### src/rtl/andor_arbiter_pkg.sv
// Shared definitions for andor_arbiter: FSM state encoding, parameter
// defaults and the round-robin pick helper.
package andor_arbiter_pkg;

  localparam int unsigned ANDOR_W_DEFAULT     = 2;
  localparam int unsigned ANDOR_CNT_W_DEFAULT = 8;

  typedef enum logic [1:0] {
    ST_IDLE = 2'd0,
    ST_CALC = 2'd1,
    ST_DONE = 2'd2
  } state_e;

  // Winner id for the current requests: a lone requester wins outright,
  // and a tie goes to the requester that was not granted last.
  function automatic logic rr_pick(input logic r0, input logic r1, input logic last);
    if (r0 && r1) begin
      return ~last;
    end
    return r1;
  endfunction

endpackage

### src/rtl/andor_arbiter_and_or_unit.sv
// Combinational W-bit AND/OR datapath used by andor_arbiter.
module and_or_unit #(
  parameter int unsigned W = 2
) (
  input  logic [W-1:0] a,
  input  logic [W-1:0] b,
  output logic [W-1:0] y_and,
  output logic [W-1:0] y_or
);

  // Bitwise results of the two operands.
  always_comb begin
    y_and = a & b;
    y_or  = a | b;
  end

endmodule

### src/rtl/andor_arbiter.sv
// Two-requester round-robin arbiter that computes AND/OR of the granted
// operand pair. Each transaction takes IDLE -> CALC -> DONE and ends with
// a one-cycle done pulse for the granted requester.
// Optional grant counters gcnt0/gcnt1 are built only when the macro
// ANDOR_ARB_STATS_EN is defined.
module andor_arbiter
  import andor_arbiter_pkg::*;
#(
  parameter int unsigned W     = ANDOR_W_DEFAULT,
  parameter int unsigned CNT_W = ANDOR_CNT_W_DEFAULT
) (
  input  logic             clk,
  input  logic             rst,
  input  logic             req0,
  input  logic             req1,
  input  logic [W-1:0]     x0,
  input  logic [W-1:0]     y0,
  input  logic [W-1:0]     x1,
  input  logic [W-1:0]     y1,
  output logic [W-1:0]     res_and,
  output logic [W-1:0]     res_or,
  output logic             done0,
  output logic             done1,
  output logic             busy
`ifdef ANDOR_ARB_STATS_EN
  ,
  output logic [CNT_W-1:0] gcnt0,
  output logic [CNT_W-1:0] gcnt1
`endif
);

  if (W == 0) begin : g_w_chk
    $error("andor_arbiter: W must be nonzero");
  end
  if (CNT_W == 0) begin : g_cnt_w_chk
    $error("andor_arbiter: CNT_W must be nonzero");
  end

  state_e         state_q, state_d;
  logic           gid_q, gid_d;
  logic           last_q, last_d;
  logic [W-1:0]   xg_q, xg_d;
  logic [W-1:0]   yg_q, yg_d;
  logic [W-1:0]   res_and_q, res_and_d;
  logic [W-1:0]   res_or_q, res_or_d;
  logic           done0_q, done0_d;
  logic           done1_q, done1_d;
  logic [W-1:0]   au_and;
  logic [W-1:0]   au_or;

  and_or_unit #(
    .W(W)
  ) u_and_or (
    .a     (xg_q),
    .b     (yg_q),
    .y_and (au_and),
    .y_or  (au_or)
  );

  // Next-state and datapath control; operands are captured only when
  // leaving IDLE so later operand changes cannot reach the result.
  always_comb begin
    state_d   = state_q;
    gid_d     = gid_q;
    last_d    = last_q;
    xg_d      = xg_q;
    yg_d      = yg_q;
    res_and_d = res_and_q;
    res_or_d  = res_or_q;
    done0_d   = 1'b0;
    done1_d   = 1'b0;
    unique case (state_q)
      ST_IDLE: begin
        if (req0 || req1) begin
          gid_d   = rr_pick(req0, req1, last_q);
          xg_d    = gid_d ? x1 : x0;
          yg_d    = gid_d ? y1 : y0;
          state_d = ST_CALC;
        end
      end
      ST_CALC: begin
        res_and_d = au_and;
        res_or_d  = au_or;
        state_d   = ST_DONE;
      end
      ST_DONE: begin
        done0_d = ~gid_q;
        done1_d = gid_q;
        last_d  = gid_q;
        state_d = ST_IDLE;
      end
      default: begin
        state_d = ST_IDLE;
      end
    endcase
  end

  // State and datapath registers; reset favours requester 0 for the first tie.
  always_ff @(posedge clk or posedge rst) begin
    if (rst) begin
      state_q   <= ST_IDLE;
      gid_q     <= 1'b0;
      last_q    <= 1'b1;
      xg_q      <= '0;
      yg_q      <= '0;
      res_and_q <= '0;
      res_or_q  <= '0;
      done0_q   <= 1'b0;
      done1_q   <= 1'b0;
    end else begin
      state_q   <= state_d;
      gid_q     <= gid_d;
      last_q    <= last_d;
      xg_q      <= xg_d;
      yg_q      <= yg_d;
      res_and_q <= res_and_d;
      res_or_q  <= res_or_d;
      done0_q   <= done0_d;
      done1_q   <= done1_d;
    end
  end

  // Output drive.
  always_comb begin
    res_and = res_and_q;
    res_or  = res_or_q;
    done0   = done0_q;
    done1   = done1_q;
    busy    = (state_q != ST_IDLE);
  end

`ifdef ANDOR_ARB_STATS_EN
  logic             grant_vld;
  logic [CNT_W-1:0] gcnt0_q, gcnt0_d;
  logic [CNT_W-1:0] gcnt1_q, gcnt1_d;

  // Saturating grant counters, bumped on each IDLE -> CALC grant.
  always_comb begin
    grant_vld = (state_q == ST_IDLE) && (req0 || req1);
    gcnt0_d   = gcnt0_q;
    gcnt1_d   = gcnt1_q;
    if (grant_vld && !gid_d && (gcnt0_q != '1)) begin
      gcnt0_d = gcnt0_q + CNT_W'(1);
    end
    if (grant_vld && gid_d && (gcnt1_q != '1)) begin
      gcnt1_d = gcnt1_q + CNT_W'(1);
    end
  end

  // Grant counter registers.
  always_ff @(posedge clk or posedge rst) begin
    if (rst) begin
      gcnt0_q <= '0;
      gcnt1_q <= '0;
    end else begin
      gcnt0_q <= gcnt0_d;
      gcnt1_q <= gcnt1_d;
    end
  end

  // Counter output drive.
  always_comb begin
    gcnt0 = gcnt0_q;
    gcnt1 = gcnt1_q;
  end
`endif

endmodule

### config.mk
export PLATFORM = sky130hd
export DESIGN_NAME = andor_arbiter
export DESIGN_NICKNAME = d
export VERILOG_FILES = /design/src/rtl/andor_arbiter_pkg.sv /design/src/rtl/andor_arbiter_and_or_unit.sv /design/src/rtl/andor_arbiter.sv
export SDC_FILE = /design/constraint.sdc
export NUM_CORES = 1
export LEC_CHECK = 0
export CAP_MARGIN = 20
export CORE_MARGIN = 3
export CORE_UTILIZATION = 30
export DETAILED_ROUTE_END_ITERATION = 8
export HOLD_SLACK_MARGIN = 0.02
export PLACE_DENSITY = 0.54
export SETUP_SLACK_MARGIN = 0.3
export SYNTH_ARGS = -nofsm -noshare
export SYNTH_HDL_FRONTEND = slang
export SYNTH_SLANG_ARGS = --single-unit
export TNS_END_PERCENT = 10
### constraint.sdc
create_clock -name clk -period 1.7 [get_ports clk]
set_input_delay 0.34 -clock clk [delete_from_list [all_inputs] [get_ports clk]]
set_output_delay 0.34 -clock clk [all_outputs]
set_load 0.01 [all_outputs]
==> impl_metrics.env, run 1 <==
export IMPL_endpoint_kind="flop"
export IMPL_via_count=408
export IMPL_hpwlAfterDp_um=820
export IMPL_power_internal_uw=945
export IMPL_die_area_mm2=0.00251
export IMPL_cts_root_buf="clkbuf_4"
export IMPL_clock_fmax_mhz=663
export IMPL_r2r_worst_path_cells=3
export IMPL_fin_area_um2=855
export IMPL_clockBufferDepth=2
export IMPL_fin_skew_ns=0.000736
export IMPL_cts_sinks=14
export IMPL_yosysWarnings=0
export IMPL_pwr_share_seq_pct=43.1
export IMPL_p_sw_share_pct=31.2
export IMPL_drive_gt1_share_pct=25.0
export IMPL_cp_arrival_ns=1.67
export IMPL_core_mm2=0.00178
export IMPL_io_buffers=18
export IMPL_synth_adder_area_share_pct=0
export IMPL_drtAntennaViolNets=0
export IMPL_synth_simple_area_share_pct=9.23
export IMPL_ys_seq_elements=14
export IMPL_synth_top_family_by_area="multiplexers"
export IMPL_die_w_um=50.1
export IMPL_r2r_setup_slack_ns=0.35
export IMPL_muxShareOfSynthArea_pct=16.1
export IMPL_cts_tree="built"
export IMPL_clk_pin_slew_ns=0.08
export IMPL_wirelength_um=1060
export IMPL_antenna_found_initial=0
export IMPL_relSlewSlack_pct=66.3
export IMPL_outcome="finished, final reports clean"
export IMPL_period_needed_ns=1.51
export IMPL_rr_endpoint="xg_q[0]"
export IMPL_final_common_cell="clkdlybuf4s50_1"
export IMPL_finalHoldViolations=0
export IMPL_regToRegStartpoint="last_q"
export IMPL_switching_power_uw=428
export IMPL_synth_compound_area_share_pct=10.5
export IMPL_clk_latency_ns=0.27
export IMPL_comb_power_share_pct=40.1
export IMPL_wl_per_cell_um=10.9
export IMPL_firstDrtPassIters=2
export IMPL_syn_avg_cell_area_um2=11.9
export IMPL_top_level_ports=19
export IMPL_cts_buffers=3
export IMPL_worstPathRequired_ns=1.86
export IMPL_grt_pass1_vias=426
export IMPL_setup_ws_ns=0.191
export IMPL_grt_max_degree=15
export IMPL_preCtsSetupSlack_ns=-0.138
export IMPL_htreeDepth=1
export IMPL_hold_class="primary input to async pin"
export IMPL_cts_hold_buf=0
export IMPL_grt_pass1_wl_um=2000
export IMPL_p_clk_share_pct=16.8
export IMPL_synthCells=49
export IMPL_ir_drop_uv=548
export IMPL_seq_area_frac_synth_pct=60.3
export IMPL_track_usage_pct=11.1
export IMPL_die_h_um=50.1
export IMPL_cp_max_fo=5
export IMPL_slew_viol_final=0
export IMPL_drtIter0Drc=6
export IMPL_synth_xor_area_share_pct=0
export IMPL_gp_congestion=0.644
export IMPL_drc=0
export IMPL_synth_cell_types=15
export IMPL_syn_to_final_growth_pct=46.6
export IMPL_p_per_area_mw_per_mm2=1610
export IMPL_tns_ns=0
export IMPL_final_cell_mix="14 x clkdlybuf4s50_1, 13 x dfrtp_1, 6 x nand2_1, 5 x inv_1"
export IMPL_syn_nets=61
export IMPL_start_kind="primary input"
export IMPL_fin_crit_sh_pct=88.7
export IMPL_leakagePower_nw=0.420
export IMPL_tightestPinTransition_ns=0.504
export IMPL_viasPerCell=4.21
export IMPL_fill_cells=178
export IMPL_rsz0062_at_grt="true"
export IMPL_initial_core_util_pct=32.7
export IMPL_place_area_um2=798
export IMPL_setup_viol=0
export IMPL_nets=85
export IMPL_diodes=0
export IMPL_critPathKind="primary input to flop"
export IMPL_num_rows=15
export IMPL_cap_violations=0
export IMPL_netlist_area_um2=583
export IMPL_grt_overflow=0
-- flip-flops by register name, indices dropped and copies added, names as in the netlist --
name,cells
res_or,2
yg_q,2
state_q,2
xg_q,2
done0,1
res_and,2
done1,1
last_q,1
gid_q,1
-- stage by stage --
step	utilization [%]	power, mW	cells	hold WS (ns)
floorplan	-	0.894	49	0.229
global placement	44.8	1.13	92	0.460
detailed placement	44.8	1.14	92	0.463
CTS	47.8	1.40	97	0.421
global route	47.9	1.51	97	0.453
finish	47.9	1.37	97	0.397
-- critical path: stages --
cell             delay (ns)
clkdlybuf4s50_1        0.46
a21boi_4               0.28
mux2_4                 0.33
mux2_2                 0.26
-- power by group through the flow --
stage               clock, mW  combinational (mW)  sequential, mW
detailed placement          0               0.545           0.598
global placement            0               0.537           0.594
global route            0.267               0.616           0.622
floorplan                   0               0.290           0.604
CTS                     0.243               0.565           0.594
finish                  0.230               0.551           0.592
-- Yosys cell counts, drive strengths merged --
cell | number | area (µm²)
a21boi | 1 | 18.8
a21o | 1 | 7.51
a22o | 1 | 10.0
clkbuf | 1 | 3.75
dfrtp | 13 | 325
dfstp | 1 | 26.3
inv | 5 | 18.8
mux2 | 8 | 93.8
nand2 | 6 | 22.5
nand2b | 2 | 12.5
nor2 | 5 | 18.8
o21ai | 5 | 25.0
-- cell families after synthesis --
group           after synthesis
mux                           8
buf+inv                       6
simple gates                 13
flops                        14
compound gates                8
-- what timing repair did --
action	CTS	global route
resized for setup	7	1
buffers inserted	1	0
endpoints found under the setup margin	11	10
pin swaps	2	0
-- routing by layer --
| layer | vias to the layer above | global-route usage [%] | wire length [µm] |
|---|---|---|---|
| li1 | 206 | - | - |
| met1 | 190 | 14.2 | 501 |
| met2 | 10 | 15.2 | 494 |
| met3 | 2 | 4.53 | 42 |
| met4 | 0 | 6.91 | 21 |
| met5 | - | 0 | 0 |
-- worst max path at each step --
stage | start | to | slack, ns | cells past startpoint
after global placement | req1 | yg_q[1] | -0.11 | 4
final | req0 | xg_q[0] | 0.19 | 4
after global routing | res_or[1] | res_or[1] | 0.14 | 1
after floorplan | last_q | xg_q[1] | 0.43 | 3
after detailed placement | req1 | yg_q[1] | -0.14 | 4
after CTS | res_or[1] | res_or[1] | 0.19 | 1
-- final cells by class --
type | count | area (µm²) | share of cell area [%]
tap | 25 | 31.3 | 3.66
clock buffer | 4 | 36.3 | 4.25
inverter | 5 | 18.8 | 2.20
multi-input combinational | 29 | 223 | 26.1
sequential | 14 | 352 | 41.1
timing repair buffer | 20 | 194 | 22.7
Power figures use the tool's default switching activity.
==> run 2: changes to the inputs <==
--- a/config.mk
+++ b/config.mk
@@ -14,5 +14,6 @@
 export SETUP_SLACK_MARGIN = 0.3
 export SYNTH_ARGS = -nofsm -noshare
 export SYNTH_HDL_FRONTEND = slang
+export SYNTH_HIERARCHICAL = 1
 export SYNTH_SLANG_ARGS = --single-unit
 export TNS_END_PERCENT = 10
==> constraint.sdc (replaced) <==
create_clock -name clk -period 1.7 [get_ports clk]
set_input_delay 0.34 -clock clk [delete_from_list [all_inputs] [get_ports clk]]
set_output_delay 0.34 -clock clk [all_outputs]
set_load 0.1 [all_outputs]
==> impl_metrics.env, run 2 <==
export IMPL_whs_ns=0.398
export IMPL_hpwlAfterDp_um=802
export IMPL_top_level_ports=19
export IMPL_wirelength_um=1010
export IMPL_slew_viol_final=0
export IMPL_critPathKind="flop to primary output"
export IMPL_dp_cells=88
export IMPL_synth_area_leader_cell="dfrtp_1"
export IMPL_synth_cell_types=14
export IMPL_r2r_setup_slack_ns=0.38
export IMPL_cp_arrival_ns=1.04
export IMPL_drtAntennaViolNets=0
export IMPL_yosysWarnings=6
export IMPL_nets=82
export IMPL_cap_violations=0
export IMPL_critPathMaxStageDelay_ns=0.42
export IMPL_grt_pass1_vias=402
export IMPL_cts_root_buf="clkbuf_4"
export IMPL_drc=0
export IMPL_place_area_um2=891
export IMPL_via_count=397
export IMPL_relSlewSlack_pct=65.1
export IMPL_seqCellArea_um2=352
export IMPL_die_area_mm2=0.00258
export IMPL_antenna_found_initial=0
export IMPL_htreeDepth=1
export IMPL_fill_cells=173
export IMPL_hold_class="primary input to async pin"
export IMPL_seq_area_frac_synth_pct=58.4
export IMPL_wl_per_cell_um=10.8
export IMPL_cp_max_fo=3
export IMPL_io_buffers=18
export IMPL_cts_sinks=14
export IMPL_ys_seq_elements=14
export IMPL_die_w_um=50.8
export IMPL_synth_flop_cell="dfrtp_1"
export IMPL_worst_path_max_delay_cell="dfrtp_1"
export IMPL_fin_area_um2=958
export IMPL_regToRegStartpoint="last_q"
export IMPL_core_mm2=0.00180
export IMPL_diodes=0
export IMPL_syn_avg_cell_area_um2=13.7
export IMPL_clock_fmax_mhz=723
export IMPL_final_cell_mix="13 x dfrtp_1, 9 x clkdlybuf4s50_1, 8 x mux2_2, 7 x buf_12"
export IMPL_cts_buffers=3
export IMPL_fin_crit_sh_pct=81.4
export IMPL_clk_latency_ns=0.27
export IMPL_crit_start="state_q[0]"
export IMPL_start_kind="flop"
export IMPL_period_needed_ns=1.38
export IMPL_num_rows=15
export IMPL_yosys_cell_count_top_type="dfrtp_1"
export IMPL_grt_max_degree=15
export IMPL_die_h_um=50.8
export IMPL_r2r_worst_path_cells=3
export IMPL_outcome="finished, final reports clean"
export IMPL_cp_endpoint="busy"
export IMPL_fin_skew_ns=0.00287
export IMPL_worstPathRequired_ns=1.36
export IMPL_syn_to_final_growth_pct=59.3
export IMPL_synth_top_area_share_pct=54.1
export IMPL_clk_pin_slew_ns=0.09
export IMPL_grt_overflow=0
export IMPL_netlist_area_um2=602
export IMPL_endpoint_kind="primary output"
export IMPL_gp_congestion=0.705
export IMPL_path_buf_inv=2
export IMPL_synthArstFlopShare_pct=100
export IMPL_cp_num_cells=3
export IMPL_firstDrtPassIters=2
export IMPL_multi_input_area_um2=250
export IMPL_track_usage_pct=9.38
export IMPL_synthCells=44
export IMPL_viasPerCell=4.22
export IMPL_finalHoldViolations=0
export IMPL_crit_chain="nor2_4, inv_2, buf_12"
export IMPL_clockBufferDepth=2
export IMPL_fin_cells=94
export IMPL_initial_core_util_pct=33.4
export IMPL_synth_common_cells="13 x dfrtp_1, 8 x mux2_2, 5 x inv_1"
export IMPL_cts_tree="built"
export IMPL_setup_viol=0
export IMPL_tightestPinTransition_ns=0.523
export IMPL_drtIter0Drc=1
export IMPL_drive_gt1_share_pct=47.8
export IMPL_rr_endpoint="yg_q[0]"
export IMPL_cp_top_family="flip-flops"
export IMPL_rsz0062_at_grt="true"
export IMPL_final_common_cell="dfrtp_1"
export IMPL_grt_pass1_wl_um=1730
export IMPL_syn_nets=56
export IMPL_synth_area_top_cells="dfrtp_1 54%, mux2_2 15%, mux2_1 5.6%"
export IMPL_synth_edf_count=0
==> run 2: cell count changes after synthesis <==
cell      change
nand2_1       -6
mux2_2        +4
o21ai_0       -4
and2_2        +2
nor2_1        -2
or2_1         +2
clkbuf_1      -1
==> run 2: worst min-delay path by stage <==
stage	from	end	slack [ns]	depth (start not counted)
5_1_grt	rst	res_and[1]	0.43	2
3_3_place_gp	gid_q	done0	0.46	1
6_report	rst	res_and[1]	0.40	2
3_5_place_dp	gid_q	done0	0.46	1
2_1_floorplan	rst	done0	0.23	1
4_1_cts	rst	res_and[1]	0.42	2
==> run 2: timing repair <==
item | 4_1_cts | 5_1_grt
buffers inserted | 1 | 1
resized for setup | 6 | 2
pin swaps | 1 | 1
hold buffers | 0 | 0
setup endpoints to repair | 5 | 1
==> run 2: cell type report <==
class,count,area share (%)
clock buffers,4,3.79
inverters,5,1.96
multi-input cells,25,26.1
flip-flops and latches,14,36.7
well taps,25,3.26
repair buffers,21,28.2
==> run 2: layer usage <==
layer / wire length (µm) / track usage [%] / up-vias
met1: 456 / 11.7 / 186
met2: 472 / 14.3 / 12
met5: 0 / 0 / -
li1: - / - / 197
met3: 65 / 2.67 / 2
met4: 17 / 5.38 / 0
==> run 2: cells by family after synthesis <==
| family | after synthesis | synth area share, % |
|---|---|---|
| buf+inv | 5 | 3.12 |
| simple gates | 9 | 8.52 |
| compound gates | 4 | 6.86 |
| flops | 14 | 58.4 |
| mux | 12 | 23.1 |
==> run 2: worst reg2reg max path, cell delays in order, from the launching register on <==
cell and delay [ns]:
dfstp_2 0.39, a21boi_4 0.24, mux2_4 0.32, mux2_2 0.26
==> run 2: metrics by stage <==
stage | utilization, % | TNS (ns) | setup slack (ns)
finish | 53.2 | 0 | 0.316
global route | 53.2 | 0 | 0.254
CTS | 52.5 | 0 | 0.248
detailed placement | 49.4 | -0.397 | -0.112
global placement | 49.4 | -0.324 | -0.0967
floorplan | - | 0 | 0.376
Power of run 2 is left out: the tool's default activity adds up to more than one toggle a clock period on the data nets, which glitch-free logic cannot reach.
==> patch 1, RTL diff (settings of run 1) <==
Set the package constant `ANDOR_W_DEFAULT` to 4 (it was 2).
--- a/src/rtl/andor_arbiter_pkg.sv
+++ b/src/rtl/andor_arbiter_pkg.sv
@@ -2,7 +2,7 @@
 // defaults and the round-robin pick helper.
 package andor_arbiter_pkg;
 
-  localparam int unsigned ANDOR_W_DEFAULT     = 2;
+  localparam int unsigned ANDOR_W_DEFAULT     = 4;
   localparam int unsigned ANDOR_CNT_W_DEFAULT = 8;
 
   typedef enum logic [1:0] {
Ports: changed (6 resized); port bits go from 19 to 31. The function was not compared with the original's and may differ.
==> patch 1 against run 1 <==
Sequential cell count grew 8. Wire length grew 66%. Design area grew 63%. Total power grew 58%. Worst setup slack lost 43 ps. Non-clock buffer count grew 16. Critical path depth shrank 1. Area after synthesis grew 64%. Largest power group is now combinational logic.
==> patch 1: results (changes against run 1) <==
worst r2r dst = yg_q[2]
DRT Wirelength = 1763 um (+66%)
mux cell area share after synthesis = 22.02% (+5.9 points)
dpl hpwl = 1375 um (+68%)
Sw Ratio = 32.26% (+1.1 points)
combinational share of power = 43.9% (+3.8 points)
Syn Nets = 98 (+61%)
met2 usage = 15.45% (+0.23 points)
Detail Route met2 WL = 843 um (+71%)
relative slew slack = 66.55% (+0.21 points)
Clk Latency, worst-skew pair = 300 ps (+30 ps)
total track usage = 9.573% (-1.5 points)
Layout Nets = 137 (+61%)
Area contributors post-synth = dfrtp_1 (55%), mux2_4 (13%), mux2_2 (9.4%)
Met3 Routed Length = 72 um (+71%)
CTS clk-pin slew, worst paths = 120 ps (+40 ps)
WL met1 = 819 um (+63%)
first-pass GRT wire length = 3015 um (+51%)
status = completed
vias in the first global route = 678 (+59%)
leak pwr = 0.6551 nW (+56%)
synth cell count leaders = dfrtp_1 (21), nand2_1 (12), mux2_2 (8), mux2_4 (8), o21ai_0 (8)
fill count = 286 (+61%)
Placer Congestion = 0.6711 (+4.2%)
CP endpoint = busy
Seq pwr share = 43.0% (about the same)
clock skew = 0.8179 ps (+0.08221 ps)
layout cells sized above 1 = 25.86% (+0.86 points)
Initial DRC Count = 31 (+25)
Layout Utilization = 48.10% (+0.17 points)
routing usage on met3 = 1.259% (-3.3 points)
Worst R2R Setup Slack = 230 ps (-120 ps)
share of the yosys chip area belonging to registers = 57.80% (-2.5 points)
Max IR drop VDD = 0.0004668 V (-15%)
critical path fanouts, max = 3 (-2)
compound-gate portion of the synthesized area = 7.864% (-2.7 points)
Pre-antenna DRT Iters = 3 (+1)
[patch 1: cell count changes after synthesis, sizes merged, moves of 2 or more]
cell   change
dfrtp      +8
mux2       +8
nand2      +6
o21ai      +4
nor2       +2
[patch 1: critical path: stages (launching register included)]
cell,delay (ps)
dfrtp_1,430
nor2_2,150
inv_1,60
dlygate4sd2_1,280
[patch 1: kinds of logic (layout without fill, tap and decap cells)]
family,after synthesis,in the layout
compound gates,12,12
buf+inv,7,45
flops,22,22
mux,16,16
simple gates,21,21
[patch 1: layout make-up]
cell class	instances	share of cell area (%)
clock buffer	4	2.601
timing repair buffer	36	25.65
multi-input combinational	49	27.09
tap	42	3.767
sequential	22	39.55
inverter	5	1.345
[patch 1: stage by stage]
step | power [mW] | cells | hold WS (ps)
6_report | 2.163 | 158 | 353.9
5_1_grt | 2.340 | 158 | 387.7
4_1_cts | 2.181 | 157 | 360.9
3_5_place_dp | 1.887 | 152 | 469.0
3_3_place_gp | 1.848 | 152 | 461.1
2_1_floorplan | 1.442 | 78 | 328.5
==> patch 2, RTL diff (flow settings as in run 1) <==
Made on the original files. Register the output `res_and`, cleared by the reset; this adds one clock of latency there. The other outputs are not delayed to match.
--- a/src/rtl/andor_arbiter.sv
+++ b/src/rtl/andor_arbiter.sv
@@ -28,6 +28,8 @@
   output logic [CNT_W-1:0] gcnt1
 `endif
 );
+
+  logic [W-1:0] res_and_c;
 
   if (W == 0) begin : g_w_chk
     $error("andor_arbiter: W must be nonzero");
@@ -122,7 +124,7 @@
 
   // Output drive.
   always_comb begin
-    res_and = res_and_q;
+    res_and_c = res_and_q;
     res_or  = res_or_q;
     done0   = done0_q;
     done1   = done1_q;
@@ -165,5 +167,13 @@
   end
 `endif
 
+  always_ff @(posedge clk or posedge rst) begin
+    if (rst) begin
+      res_and <= '0;
+    end else begin
+      res_and <= res_and_c;
+    end
+  end
+
 endmodule
 
Function: changed (a bounded check fails within 4 cycles, from zero or initial values and one cycle with rst high).
==> patch 2 against run 1 <==
Maximum frequency about the same. Area after synthesis up 8.6%. Non-clock buffer count up 1. Die area up 7.5%. Design area up 5.6%. Sequential cell count up 2. Wire length up 1.8%. Worst setup slack about the same. Total power up 5.2%.
==> patch 2: results (changes against run 1) <==
status = completed
Placer Congestion = 0.6924 (+7.5%)
vias in the first global route = 389 (-8.7%)
Worst R2R Setup Slack = 380 ps (+30 ps)
Max IR drop VDD = 0.0007096 V (+30%)
first-pass GRT wire length = 1773 um (-11%)
data arrival time of the worst path = 1170 ps (-500 ps)
synth cell count leaders = dfrtp_1 (15), nand2_1 (6), inv_1 (5), nor2_1 (5)
critical path fanouts, max = 3 (-2)
sw power = 0.4465 mW (+4.3%)
DRT Wirelength = 1079 um (+1.8%)
Syn Nets = 63 (+3.3%)
Detail Route met2 WL = 537 um (+8.7%)
Crit path largest cell delay = 410 ps (-50 ps)
DR vias/cell = 4.250 (+1.0%)
dpl hpwl = 839.8 um (+2.5%)
clock skew = 2.615 ps (+1.880 ps)
Initial DRC Count = 2 (-4)
Clk power = 0.244 mW (+6%)
Area contributors post-synth = dfrtp_1 (59%), mux2_2 (7.1%), mux2_1 (5.3%)
relative slew slack = 82.47% (+16 points)
met2 usage = 14.23% (-0.99 points)
largest net degree at the start of global routing = 17 (+2)
Layout Nets = 88 (+3.5%)
Met3 Routed Length = 81 um (+93%)
share of the yosys chip area belonging to registers = 63.44% (+3.1 points)
total track usage = 9.460% (-1.6 points)
post_cts resized = 3 (-4)
Worst path slowest cell = dfrtp_1
setup bufs post-CTS = 0 (-1)
==> patch 2: cell count changes in the layout (fill, tap and decap cells not counted), sizes merged <==
| cell | change |
|---|---|
| dfrtp | +2 |
| buf | +1 |
| dlygate4sd2 | -1 |
| clkdlybuf4s50 | +1 |
==> patch 2: path summary, 6_finish.rpt <==
kind / startpoint / endpoint / cells after the start
min reg2reg: res_and_c[0] / res_and[0] / 0
min in group clk: res_and_c[0] / res_and[0] / 0
max: state_q[1] / busy / 3
max reg2reg: last_q / xg_q[0] / 3
min: rst / res_or[0] / 3
max in group asynchronous: rst / last_q / 3
==> patch 2: through the flow <==
stage	power, mW	cells	setup WS (ps)	instance area [um^2]	setup TNS, ps
finish	1.444	100	191.3	902.1	0
global route	1.567	100	136.3	902.1	0
CTS	1.454	99	162.7	892.1	0
detailed placement	1.218	95	-116.3	855.8	-434.8
global placement	1.205	95	-107.7	855.8	-387.6
floorplan	0.9621	51	432.4	633.1	0
==> patch 2: cell families (layout without fill, tap and decap cells) <==
kind of cell | count (synthesis) | in the layout | synth area share [%]
DFF | 16 | 16 | 63.44
AOI/OAI and AO/OA | 8 | 8 | 9.684
buffers and inverters | 6 | 30 | 3.557
muxes | 8 | 8 | 14.82
and+or+nand+nor | 13 | 13 | 8.498
==> patch 2: worst max-delay path, delay by kind of cell (launching register included) <==
kind | cells | cell delay, ps
flip-flops | 1 | 410
buffers and inverters | 2 | 340
AND/OR/NAND/NOR | 1 | 140
==> patch 2: layout make-up <==
cell class	count	area [um^2]
Fill cell	165	955.9
Sequential cell	16	401.6
Multi-Input combinational cell	29	211.5
Timing Repair Buffer	21	202.7
Clock buffer	4	36.28
Tap cell	25	31.28
Inverter	5	18.77
